==> src/rtl/serial_tx_pkg.sv <==
// serial_tx_pkg: shared types and constants for the serial pattern transmitter.
// Holds the FSM state encoding, the repetition-count width and the mapping
// that turns a requested count of 0 into an effective count of 1.
package serial_tx_pkg;

  localparam int REPS_W = 4;

  // A request for zero repetitions still sends the pattern once.
  localparam logic [REPS_W-1:0] REPS_ZERO_EFF = REPS_W'(1);

  typedef enum logic [1:0] {
    IDLE  = 2'd0,
    SHIFT = 2'd1,
    PAR   = 2'd2,
    DONE  = 2'd3
  } tx_state_t;

  function automatic logic [REPS_W-1:0] eff_reps(input logic [REPS_W-1:0] r);
    return (r == '0) ? REPS_ZERO_EFF : r;
  endfunction

endpackage

==> src/rtl/tx_shift_reg.sv <==
// tx_shift_reg: WIDTH-bit loadable left-shift register, zero shifted in at the LSB.
// Ports: clk/rst_n (async active-low), load (parallel load of d, wins over shift),
//        shift (shift left by one), d (parallel data), msb (current bit 'WIDTH-1').
module tx_shift_reg #(
  parameter int WIDTH = 8
) (
  input  logic             clk,
  input  logic             rst_n,
  input  logic             load,
  input  logic             shift,
  input  logic [WIDTH-1:0] d,
  output logic             msb
);

  logic [WIDTH-1:0] sr_q;
  logic [WIDTH-1:0] sr_d;

  always_comb begin
    sr_d = sr_q;
    if (load) begin
      sr_d = d;
    end else if (shift) begin
      sr_d = {sr_q[WIDTH-2:0], 1'b0};
    end
  end

  always_ff @(posedge clk or negedge rst_n) begin
    if (!rst_n) begin
      sr_q <= '0;
    end else begin
      sr_q <= sr_d;
    end
  end

  assign msb = sr_q[WIDTH-1];

endmodule

==> src/rtl/serial_pattern_tx.sv <==
// serial_pattern_tx: captures a WIDTH-bit pattern on start and sends it MSB-first,
// one bit per clock, reps times back-to-back, then pulses done for one cycle.
// Ports: clk, rst_n (async active-low), start/data_in/reps (sampled when ready=1),
//        ready, bit_out, bit_valid, done (all decoded from registers only).
// Optional feature macro: SERIAL_PATTERN_TX_PARITY_EN appends one even-parity bit
// (XOR of the latched pattern) after every word.
module serial_pattern_tx
  import serial_tx_pkg::*;
#(
  parameter int WIDTH = 8
) (
  input  logic              clk,
  input  logic              rst_n,
  input  logic              start,
  input  logic [WIDTH-1:0]  data_in,
  input  logic [REPS_W-1:0] reps,
  output logic              ready,
  output logic              bit_out,
  output logic              bit_valid,
  output logic              done
);

  localparam int CNT_W = $clog2(WIDTH);
  localparam logic [CNT_W-1:0] LAST_BIT = CNT_W'(WIDTH - 1);

  tx_state_t         state_q, state_d;
  logic [CNT_W-1:0]  bit_cnt_q, bit_cnt_d;
  logic [REPS_W-1:0] rep_cnt_q, rep_cnt_d;
  logic [WIDTH-1:0]  pat_q, pat_d;

  logic             sr_load;
  logic             sr_shift;
  logic [WIDTH-1:0] sr_din;
  logic             sr_msb;

  tx_shift_reg #(
    .WIDTH (WIDTH)
  ) u_shift_reg (
    .clk   (clk),
    .rst_n (rst_n),
    .load  (sr_load),
    .shift (sr_shift),
    .d     (sr_din),
    .msb   (sr_msb)
  );

  always_comb begin
    state_d   = state_q;
    bit_cnt_d = bit_cnt_q;
    rep_cnt_d = rep_cnt_q;
    pat_d     = pat_q;
    sr_load   = 1'b0;
    sr_shift  = 1'b0;
    sr_din    = pat_q;

    unique case (state_q)
      IDLE: begin
        if (start) begin
          sr_load   = 1'b1;
          sr_din    = data_in;
          pat_d     = data_in;
          rep_cnt_d = eff_reps(reps);
          bit_cnt_d = '0;
          state_d   = SHIFT;
        end
      end

      SHIFT: begin
        sr_shift = 1'b1;
        if (bit_cnt_q == LAST_BIT) begin
          bit_cnt_d = '0;
`ifdef SERIAL_PATTERN_TX_PARITY_EN
          state_d = PAR;
`else
          // Word boundary: reload wins over shift so the next repetition's
          // MSB is on the line the very next cycle, with no gap.
          if (rep_cnt_q > REPS_W'(1)) begin
            sr_load   = 1'b1;
            rep_cnt_d = rep_cnt_q - 1'b1;
          end else begin
            rep_cnt_d = '0;
            state_d   = DONE;
          end
`endif
        end else begin
          bit_cnt_d = bit_cnt_q + 1'b1;
        end
      end

`ifdef SERIAL_PATTERN_TX_PARITY_EN
      PAR: begin
        if (rep_cnt_q > REPS_W'(1)) begin
          sr_load   = 1'b1;
          rep_cnt_d = rep_cnt_q - 1'b1;
          state_d   = SHIFT;
        end else begin
          rep_cnt_d = '0;
          state_d   = DONE;
        end
      end
`endif

      DONE: begin
        state_d = IDLE;
      end

      default: begin
        state_d = IDLE;
      end
    endcase
  end

  always_ff @(posedge clk or negedge rst_n) begin
    if (!rst_n) begin
      state_q   <= IDLE;
      bit_cnt_q <= '0;
      rep_cnt_q <= '0;
      pat_q     <= '0;
    end else begin
      state_q   <= state_d;
      bit_cnt_q <= bit_cnt_d;
      rep_cnt_q <= rep_cnt_d;
      pat_q     <= pat_d;
    end
  end

  // Outputs depend only on flops (state, shift-register MSB, latched pattern),
  // so nothing on the input side reaches them combinationally.
  always_comb begin
    ready     = 1'b0;
    bit_out   = 1'b0;
    bit_valid = 1'b0;
    done      = 1'b0;
    unique case (state_q)
      IDLE:    ready = 1'b1;
      SHIFT: begin
        bit_valid = 1'b1;
        bit_out   = sr_msb;
      end
`ifdef SERIAL_PATTERN_TX_PARITY_EN
      PAR: begin
        bit_valid = 1'b1;
        bit_out   = ^pat_q;
      end
`endif
      DONE:    done = 1'b1;
      default: ready = 1'b0;
    endcase
  end

endmodule

==> config.mk <==
export PLATFORM = sky130hd
export DESIGN_NAME = serial_pattern_tx
export DESIGN_NICKNAME = d
export VERILOG_FILES = /design/src/rtl/serial_tx_pkg.sv /design/src/rtl/tx_shift_reg.sv /design/src/rtl/serial_pattern_tx.sv
export SDC_FILE = /design/constraint.sdc
export NUM_CORES = 1
export LEC_CHECK = 0
export ABC_AREA = 1
export CORE_UTILIZATION = 25
export CTS_CLUSTER_DIAMETER = 30
export CTS_CLUSTER_SIZE = 12
export DETAILED_ROUTE_END_ITERATION = 10
export GPL_TIMING_DRIVEN = 0
export PLACE_DENSITY = 0.54
export SLEW_MARGIN = 30
export SYNTH_ARGS = -nofsm -noshare
export SYNTH_HDL_FRONTEND = slang
export SYNTH_HIERARCHICAL = 1
export SYNTH_SLANG_ARGS = --single-unit
export TNS_END_PERCENT = 1
==> constraint.sdc <==
create_clock -name clk -period 2.3 [get_ports clk]
set_input_delay 0.23 -clock clk [delete_from_list [all_inputs] [get_ports clk]]
set_output_delay 0.23 -clock clk [all_outputs]
set_load 0.02 [all_outputs]
==> impl_metrics.yaml <==
global_routing:
  grt-ovfl-total: 0
  grt_pass1_wl_microns: 4350
  grt.total_usage: 0.104
  grt_max_degree: 26
  via_count_of_the_first_global_routing_pass: 965
  antenna_violations_before_repair: 0
clocking:
  clock_insertion_delay_at_the_later_pin_of_the_skew_report_ns: 0.28
  clock_sink_count: 25
  cts_max_path_buffers: 2
  tritoncts: "yes"
  clk_root_buffer_cell: "clkbuf_8"
  clk_transition_reported_paths_ns: 0.09
  cts_made_buffers: 3
  cts_max_level: 1
  cts_repair_resize_count: 0
timing:
  slew_headroom: 0.626
  period_share: 0.843
  final_hold_vios: 0
  worstMarginPinSlew_ns: 0.561
  worst_clock_skew_ns: 0.00586
  timing.setup.tns_ns: 0
  fmax_mhz: 516
  rsz0062_at_grt: "no"
  timing_max_transition_violations_final: 0
  report.final.setup_viol: 0
  final.min_clock_period_ns: 1.94
placed_design:
  port_buffers: 18
  finalWeightedCongestion: 0.764
  dpl_cell_area_sq_mm: 0.00156
  dp_hpwl_microns: 1840
setup_path:
  setup.worst_path.start_class: "flip-flop"
  worst-path-max-fanout: 10
  worstPathRequired_ns: 2.07
  critical_path_arrival_ns: 1.71
  critPathCaptureType: "output port"
  worst-setup-path-type: "flip-flop to output port"
power_and_ir_drop:
  p_per_area_mw_per_mm2: 464
  vdd.ir_drop.worst_mv: 0.204
  leakage_nw: 0.826
cells_and_area:
  antenna_cells: 0
  finish.net_count: 203
  fill_cells: 515
  syn_to_final_growth_pct: 24.5
  stdcell_area_sq_mm: 0.00161
  layout_cells_sized_above_1: 0.115
  multi_input_comb_area_sq_um: 561
  ff_latch_area_sq_um: 626
logic_synthesis:
  yosys.area.top_type: "dfrtp_1"
  synth_area_leaders: "dfrtp_1 48%, nand2_1 20%, nand3_1 8.1%"
  synth-seq-cells: 25
  synth_area_sq_mm: 0.00130
  synthDominantCellAreaShare: 0.483
  yosys_warn_count: 6
  syn-instance-count: 160
  synth_area_per_cell_sq_um: 8.10
  syn-num-nets: 179
  number_of_library_cell_types_mapped_by_synthesis: 20
  synth.yosys.seq_area_share: 0.483
route:
  postRouteWirelength_microns: 2520
  ant_nets: 0
  detail_route.vias_per_cell: 4.07
  routed-via-count: 1018
  route.detailed.wl_per_inst_microns: 10.1
  drt_first_iter_violations: 56
  residual_drc: 0
  drt_pre_antenna_iters: 4
outcome:
  status: "finished clean"
worst_hold_path:
  worst_hold_class: "input port to asynchronous set/reset pin"
die:
  pin_count: 19
  design.die.area_sq_mm: 0.00548
  initial_core_utilization: 0.267
  core_area_sq_mm: 0.00485
  row_count: 25
  die_span_in_x_microns: 74.0
  die_height_microns: 74.0
run:
  timing.max_cap.violations: 0
-- cell families (layout without fill, tap and decap cells) --
logic type,Yosys count,after routing,synth area share
flops,25,25,0.483
compound gates,5,5,0.0367
xor+xnor,1,1,0.00676
buf+inv,21,44,0.0849
simple gates,104,104,0.350
fa+ha+maj,4,4,0.0386
-- critical path, stage by stage (launching register included) --
cell and delay (ns):
dfrtp_1 0.43, inv_2 0.09, nand2_2 0.06, buf_6 0.15, nor2_1 0.09, clkdlybuf4s50_1 0.62
-- per-layer routing --
layer,global-route usage,wire length (microns)
met5,0,0
met1,0.149,1310
met3,0.0149,62
met4,0.0513,55
met2,0.154,1090
-- worst paths after layout --
path | start | endpoint | slack (ns) | cells after the start
min reg2reg | pat_q[3]$_DFF_PN0_ | pat_q[3]$_DFF_PN0_ | 0.48 | 2
min in group clk | pat_q[3]$_DFF_PN0_ | pat_q[3]$_DFF_PN0_ | 0.48 | 2
max reg2reg | bit_cnt_q[0]$_DFFE_PN0P_ | u_shift_reg/sr_q[6]$_DFFE_PN0P_ | 0.47 | 10
max in group asynchronous | rst_n | pat_q[2]$_DFF_PN0_ | 1.46 | 2
min | rst_n | rep_cnt_q[1]$_DFFE_PN0P_ | 0.48 | 2
max | state_q[1]$_DFFE_PN0P_ | bit_out | 0.36 | 5
-- state kept, by name, indices dropped and copies added, names as in the netlist --
signal and cells:
bit_cnt_q 3, pat_q 8, rep_cnt_q 4, state_q 2
u_shift_reg/sr_q 8
-- cell usage after synthesis (all sizes together) --
| master | count |
|---|---|
| inv | 16 |
| a31oi | 1 |
| nand3b | 1 |
| ha | 4 |
| nand2 | 73 |
| clkinv | 1 |
| nand3 | 21 |
| buf | 4 |
| dfrtp | 25 |
| o31ai | 1 |
| nor2 | 9 |
| a21oi | 3 |
| xor2 | 1 |
-- placed cells by master, fill, tap and decap left out --
master and n:
a21oi_2 2, a21oi_4 1, a31oi_1 1, buf_2 1, buf_4 1, buf_6 3
clkbuf_8 3, clkdlybuf4s50_1 17, clkinv_4 1, clkinvlp_4 1, dfrtp_1 25, dlygate4sd3_1 1
ha_1 4, inv_1 14, inv_2 2, nand2_1 70, nand2_2 2, nand2_4 1
nand3_1 21, nand3b_1 1, nor2_1 6, nor2_2 2, nor2_8 1, o31ai_1 1
xor2_1 1
-- through the flow --
stage	util	hold WS, ns	setup slack [ns]	cells	power (W)
floorplan	-	-0.0656	0.688	160	0.000451
global placement	0.322	0.461	0.489	245	0.000485
detailed placement	0.321	0.261	0.493	245	0.000484
CTS	0.333	0.484	0.343	250	0.000763
global route	0.333	0.495	0.264	250	0.000779
finish	0.333	0.476	0.362	250	0.000750
-- area by class of cell --
type                            instances  share of cell area
Multi-Input combinational cell        114               0.347
Tap cell                               67              0.0519
Buffer                                  4              0.0256
Inverter                               17              0.0426
Sequential cell                        25               0.388
Clock inverter                          1             0.00465
Clock buffer                            3              0.0256
Timing Repair Buffer                   19               0.115
-- what timing repair did --
item / CTS / global route
hold endpoints to repair: 25 / 0
buffers inserted: 0 / 0
hold buffers: 1 / 0
-- power breakdown --
group	switching (W)	internal (W)	total (W)
sequential	0	0.000439	0.000439
combinational	0.0000146	0.0000219	0.0000365
clock	0.000151	0.000123	0.000274
total	0.000166	0.000584	0.000750
Power figures use the tool's default switching activity.
